--- config.mk ---
export PLATFORM = sky130hd
export DESIGN_NAME = cheat_engine_v2
export DESIGN_NICKNAME = d
export VERILOG_FILES = /design/src/rtl/cheat_engine_v2.sv
export SDC_FILE = /design/constraint.sdc
export NUM_CORES = 2
export LEC_CHECK = 0
export ABC_AREA = 1
export CAP_MARGIN = 30
export CORE_UTILIZATION = 39
export DETAILED_ROUTE_END_ITERATION = 10
export GPL_TIMING_DRIVEN = 0
export REMOVE_ABC_BUFFERS = 1
export SLEW_MARGIN = 10
export SYNTH_ARGS = -nofsm -noshare
export SYNTH_HDL_FRONTEND = slang
export SYNTH_SLANG_ARGS = --single-unit
--- constraint.sdc ---
create_clock -name clk -period 5.7 [get_ports clk]
set_clock_uncertainty 0.1 [all_clocks]
set_input_delay 1.425 -clock clk [delete_from_list [all_inputs] [get_ports clk]]
set_output_delay 1.425 -clock clk [all_outputs]
set_load 0.02 [all_outputs]
--- src/rtl/cheat_engine_v2.sv ---
`default_nettype none
// ============================================================================
// Module      : cheat_engine_v2
// Description : Cheat-code override engine. Code slots are loaded as 4-word
//               records over a 32-bit valid/ready stream. CPU read cycles are
//               matched against the slots. The lowest-index hit returns a
//               registered replacement value.
// Revision    : 1.0 - initial release
// ============================================================================
module cheat_engine_v2 #(
    parameter int ADDR_WIDTH = 16,
    parameter int DATA_WIDTH = 8,
    parameter int MAX_CODES  = 32
) (
    input  logic                               clk,
    input  logic                               reset,
    input  logic                               enable,
    input  logic                               clear_req,
    input  logic                               wr_valid,
    input  logic [31:0]                        wr_data,
    output logic                               wr_ready,
    input  logic                               bus_strobe,
    input  logic [ADDR_WIDTH-1:0]              bus_addr,
    input  logic [DATA_WIDTH-1:0]              bus_data,
    output logic                               ovr,
    output logic [DATA_WIDTH-1:0]              ovr_data,
    output logic [$clog2(MAX_CODES+1)-1:0]     count,
    output logic                               overflow,
    output logic                               busy
);

    localparam int CW = $clog2(MAX_CODES + 1);
    localparam int IW = $clog2(MAX_CODES);
    localparam logic [IW-1:0] c_last_idx = IW'(MAX_CODES - 1);
    localparam logic [CW-1:0] c_max_cnt  = CW'(MAX_CODES);

    typedef enum logic [2:0] {
        W_FLAGS = 3'd0,
        W_ADDR  = 3'd1,
        W_COMP  = 3'd2,
        W_REPL  = 3'd3,
        S_CLEAR = 3'd4
    } state_t;

    state_t r_state, w_state_nxt;

    // Slot storage
    logic [MAX_CODES-1:0]  r_valid;
    logic [MAX_CODES-1:0]  r_cmp_en;
    logic [MAX_CODES-1:0]  r_inv;
    logic [MAX_CODES-1:0]  r_oneshot;
    logic [ADDR_WIDTH-1:0] r_addr [MAX_CODES];
    logic [DATA_WIDTH-1:0] r_comp [MAX_CODES];
    logic [DATA_WIDTH-1:0] r_repl [MAX_CODES];

    // Staging for the code currently being received
    logic [2:0]            r_stg_flags;
    logic [ADDR_WIDTH-1:0] r_stg_addr;
    logic [DATA_WIDTH-1:0] r_stg_comp;

    logic [CW-1:0]         r_count;
    logic                  r_overflow;
    logic [IW-1:0]         r_clr_idx;
    logic                  r_ovr;
    logic [DATA_WIDTH-1:0] r_ovr_data;

    logic                  w_hs;
    logic                  w_repl_hs;
    logic                  w_store;
    logic                  w_full_drop;
    logic [MAX_CODES-1:0]  w_hit;
    logic                  w_any;
    logic [IW-1:0]         w_win;

    // Ready is withheld while reset is asserted and during the clear sweep
    assign wr_ready    = (r_state != S_CLEAR) && !reset;
    assign w_hs        = wr_valid && wr_ready;
    // A clear request on the final word aborts the code as well
    assign w_repl_hs   = w_hs && (r_state == W_REPL) && !clear_req;
    assign w_store     = w_repl_hs && (r_count < c_max_cnt);
    assign w_full_drop = w_repl_hs && (r_count >= c_max_cnt);

    assign busy     = (r_state == S_CLEAR);
    assign count    = r_count;
    assign overflow = r_overflow;
    assign ovr      = r_ovr;
    assign ovr_data = r_ovr_data;

    // Per-slot hit detection
    for (genvar gi = 0; gi < MAX_CODES; gi++) begin : g_slot
        assign w_hit[gi] = r_valid[gi] && enable && bus_strobe &&
                           (r_addr[gi] == bus_addr) &&
                           (!r_cmp_en[gi] ||
                            ((r_comp[gi] == bus_data) ^ r_inv[gi]));
    end

    // Lowest-index hit wins: scan downward so the last assignment is the lowest
    always_comb begin
        w_any = 1'b0;
        w_win = '0;
        for (int i = MAX_CODES - 1; i >= 0; i--) begin
            if (w_hit[i]) begin
                w_any = 1'b1;
                w_win = IW'(i);
            end
        end
    end

    // Loader / clear state register
    always_ff @(posedge clk) begin
        if (reset) r_state <= W_FLAGS;
        else       r_state <= w_state_nxt;
    end

    // Next-state: advance on handshake, clear request preempts any partial code
    always_comb begin
        w_state_nxt = r_state;
        case (r_state)
            S_CLEAR: if (r_clr_idx == c_last_idx) w_state_nxt = W_FLAGS;
            W_FLAGS: if (clear_req) w_state_nxt = S_CLEAR;
                     else if (w_hs) w_state_nxt = W_ADDR;
            W_ADDR:  if (clear_req) w_state_nxt = S_CLEAR;
                     else if (w_hs) w_state_nxt = W_COMP;
            W_COMP:  if (clear_req) w_state_nxt = S_CLEAR;
                     else if (w_hs) w_state_nxt = W_REPL;
            W_REPL:  if (clear_req) w_state_nxt = S_CLEAR;
                     else if (w_hs) w_state_nxt = W_FLAGS;
            default: w_state_nxt = W_FLAGS;
        endcase
    end

    // Capture the first three words of a code as they are accepted
    always_ff @(posedge clk) begin
        if (reset) begin
            r_stg_flags <= '0;
            r_stg_addr  <= '0;
            r_stg_comp  <= '0;
        end else if (w_hs) begin
            if (r_state == W_FLAGS) r_stg_flags <= wr_data[2:0];
            if (r_state == W_ADDR)  r_stg_addr  <= wr_data[ADDR_WIDTH-1:0];
            if (r_state == W_COMP)  r_stg_comp  <= wr_data[DATA_WIDTH-1:0];
        end
    end

    // Slot count, sticky overflow and clear sweep index
    always_ff @(posedge clk) begin
        if (reset) begin
            r_count    <= '0;
            r_overflow <= 1'b0;
            r_clr_idx  <= '0;
        end else if (r_state == S_CLEAR) begin
            r_clr_idx <= r_clr_idx + 1'b1;
            if (r_clr_idx == c_last_idx) begin
                r_count    <= '0;
                r_overflow <= 1'b0;
            end
        end else begin
            r_clr_idx <= '0;
            if (w_store)     r_count    <= r_count + 1'b1;
            if (w_full_drop) r_overflow <= 1'b1;
        end
    end

    // Slot payload; only meaningful while the matching valid bit is set
    always_ff @(posedge clk) begin
        for (int i = 0; i < MAX_CODES; i++) begin
            if (w_store && (r_count == CW'(i))) begin
                r_cmp_en[i]  <= r_stg_flags[0];
                r_inv[i]     <= r_stg_flags[1];
                r_oneshot[i] <= r_stg_flags[2];
                r_addr[i]    <= r_stg_addr;
                r_comp[i]    <= r_stg_comp;
                r_repl[i]    <= wr_data[DATA_WIDTH-1:0];
            end
        end
    end

    // Valid bits: set on store, cleared by sweep or by consuming a one-shot
    always_ff @(posedge clk) begin
        if (reset) begin
            r_valid <= '0;
        end else begin
            for (int i = 0; i < MAX_CODES; i++) begin
                if (w_store && (r_count == CW'(i))) r_valid[i] <= 1'b1;
            end
            if (r_state == S_CLEAR)         r_valid[r_clr_idx] <= 1'b0;
            if (w_any && r_oneshot[w_win])  r_valid[w_win]     <= 1'b0;
        end
    end

    // Registered override result; zero when nothing hit this cycle
    always_ff @(posedge clk) begin
        if (reset) begin
            r_ovr      <= 1'b0;
            r_ovr_data <= '0;
        end else begin
            r_ovr      <= w_any;
            r_ovr_data <= w_any ? r_repl[w_win] : '0;
        end
    end

endmodule
`default_nettype wire

==> flow_summary.ini <==
[outcome]
outcome = finished, final reports clean

[timing]
setup_ws_ps = 107
fin_tns_setup_ps = 0
fin_crit_sh_pct = 98.1
final-max-slew-violation-count = 0
max_slew_margin_pct = 40.4
hold_viol = 0
tightest_slew_ps = 889
max_freq_ghz = 0.179
fin_hold_ws_ps = 426
period_minus_slack_ps = 5590
finalSetupViolCount = 0

[synth]
yosysTopAreaCell = edfxtp_1
synth-edff-count = 1120
synth_top_area_share_pct = 66.0
yosysSeqAreaShare_pct = 69.3
synthTopCellsByArea = edfxtp_1 (66%), nand2_1 (5.6%), xnor2_1 (4.3%)
synth.cell_area_um2 = 51000
synth.ff_latch_count = 1203
synth.distinct_cells = 63
synth_cells = 3955
synthArstFlopShare_pct = 0
syn_avg_cell_area_um2 = 12.9
yosys_warnings = 0
yosys_most_used_dff = edfxtp_1

[worst_setup_path]
required_ps = 6160
start_kind = primary input
endpoint = r_valid[14]
cp-startpoint = bus_addr[1]
rr_worst_depth = 51
rrSetupSlack_ps = 870
r2r-end = r_valid[14]
crit_type = in2reg
cp.arrival_ps = 6050
worstPathMaxFanout = 14
r2r-start = r_valid[31]
endpoint_kind = flip-flop

[placed_design]
place_congestion = 0.834
numPortBuffers = 63
dpl_cell_area_um2 = 54900
dp_slack_ps = -2860
dp_cells = 5686
dp_hpwl_um = 91200

[detailed_routing]
wl_met2_um = 71000
drt_iter0_markers = 4187
wl_met3_um = 14000
viasPerCell = 5.47
wl_um = 155000
vias = 33098
wire_per_inst_um = 25.6
met1_length_um = 64300
top_layer = met5
ant_nets = 0
dr.pass1.iters = 6
drc_errors = 0

[clocking]
clockBufferDepth = 3
cts_buffers = 119
htree_levels = 3
cts_tree = yes
cts_root_buffer = clkbuf_16
cts.sinks = 1203
clk_pin_slew_ps = 60
cts_hold_buf = 0
clk_latency_ps = 720

[global_route]
grt_max_degree = 63
grt_remaining_overflow = 0
grt_pass1_wl_um = 208000
antenna_found_initial = 5
track_usage_pct = 21.9
grt_pass1_vias = 29963

[finish]
mostFrequentLayoutCell = edfxtp_1
fin_cells = 6049
area_growth_pct = 20.2
drive_gt1_share_pct = 17.1
nNetsFinal = 4275
stdcell_area_um2 = 61300
final_cell_mix = edfxtp_1 (1,120), nand2_1 (752), xnor2_1 (250)

[power_and_ir_drop]
vdd_drop_max_v = 0.000245
leakagePower_nw = 20.9
power.density_nw_per_um2 = 298

[die]
coreArea_um2 = 129000
io_pins = 80
die_x_um = 363
placementRows = 132
die_y_um = 363
start_util_pct = 39.4
die_area_um2 = 132000

[job]
maxCapViolCount = 0

[worst_hold_path]
min_path_type = reg2reg
## per-layer routing
metal,GRT usage (%),up-vias
met2,34.7,1618
met3,3.13,286
met5,0,-
met1,31.0,16519
met4,7.02,2
li1,-,14673
## state kept, by name, indices dropped and copies added (netlist names)
register,flops
r_state,3
r_oneshot,32
count,6
r_cmp_en,32
r_clr_idx,5
r_valid,32
r_repl,256
ovr,1
r_addr,512
overflow,1
r_stg_addr,16
r_stg_comp,8
ovr_data,8
r_stg_flags,3
r_inv,32
r_comp,256
## critical path, stage by stage
cell and delay, ps:
buf_4 270, inv_16 60, buf_4 150, clkbuf_16 190
nand2_1 70, o21ai_0 80, nor4_1 310, nand3_1 150
nor2_2 360, o21ai_0 280, nand2_1 240, a211oi_1 90
o31ai_2 400, nand2_2 260, nand2_2 270, inv_2 270
nand2_2 180, nor2_1 60, nor2_1 120, nand2_1 70
nor2_2 120, nand3_4 220, buf_12 230, nor2_4 100
nor2_2 30
## synth_stat cells, types with 35 or more instances
| cell | number |
|---|---|
| xnor2_1 | 252 |
| buf_2 | 66 |
| nor4_1 | 47 |
| nand3_1 | 117 |
| nand2_1 | 760 |
| nand4_1 | 109 |
| o22ai_1 | 83 |
| a221oi_1 | 89 |
| nor2_2 | 35 |
| dfxtp_1 | 83 |
| o21ai_0 | 136 |
| a21oi_1 | 52 |
| nor2_1 | 263 |
| xor2_1 | 179 |
| edfxtp_1 | 1120 |
| or2_2 | 63 |
| inv_1 | 148 |
## timing repair
| item | CTS | global route |
|---|---|---|
| cloned | 7 | 26 |
| setup endpoints to repair | 41 | 40 |
| endpoints found under the hold margin | 0 | 0 |
| resized for setup | 105 | 192 |
| buffers inserted | 16 | 88 |
| pin swaps | 5 | 54 |
## final cells by class
class                           count  area (um2)
Timing Repair inverter              6        55.1
Sequential cell                  1203       35300
Antenna cell                        2        5.00
Multi-Input combinational cell   2411       14500
Inverter                          167         823
Clock buffer                      165        3290
Fill cell                       11259       68200
Clock inverter                     57         524
Tap cell                         1742        2180
Timing Repair Buffer              296        4550
## how the worst min path moves through the flow
stage	startpoint	to	slack, ps	cells past startpoint
2_1_floorplan	r_clr_idx[0]	r_clr_idx[0]	340	1
3_3_place_gp	r_clr_idx[0]	r_clr_idx[0]	370	1
3_5_place_dp	r_clr_idx[0]	r_clr_idx[0]	400	1
4_1_cts	r_clr_idx[0]	r_clr_idx[0]	410	1
5_1_grt	r_clr_idx[0]	r_clr_idx[0]	440	1
6_report	overflow	overflow	430	2
## stage by stage
step                power (mW)  util (%)
floorplan                 10.1         -
global placement          10.5      40.6
detailed placement        10.6      42.4
CTS                       18.2      45.8
global route              18.7      47.3
finish                    18.3      47.3
## logic make-up after synthesis
kind of cell             after synthesis  share of synthesized area (%)
buffers and inverters                343                           3.49
adder cells (fa/ha/maj)                9                          0.221
AND/OR/NAND/NOR                     1522                           13.9
AO/OA/AOI/OAI                        446                           5.71
flip-flops                          1203                           69.3
XOR/XNOR                             432                           7.44
## power by group
group	leakage [nW]	internal, mW	switching [mW]
Clock	1.86	4.38	3.32
Sequential	11.2	9.63	0.0564
Combinational	7.78	0.355	0.531
Power figures use the tool's default switching activity.
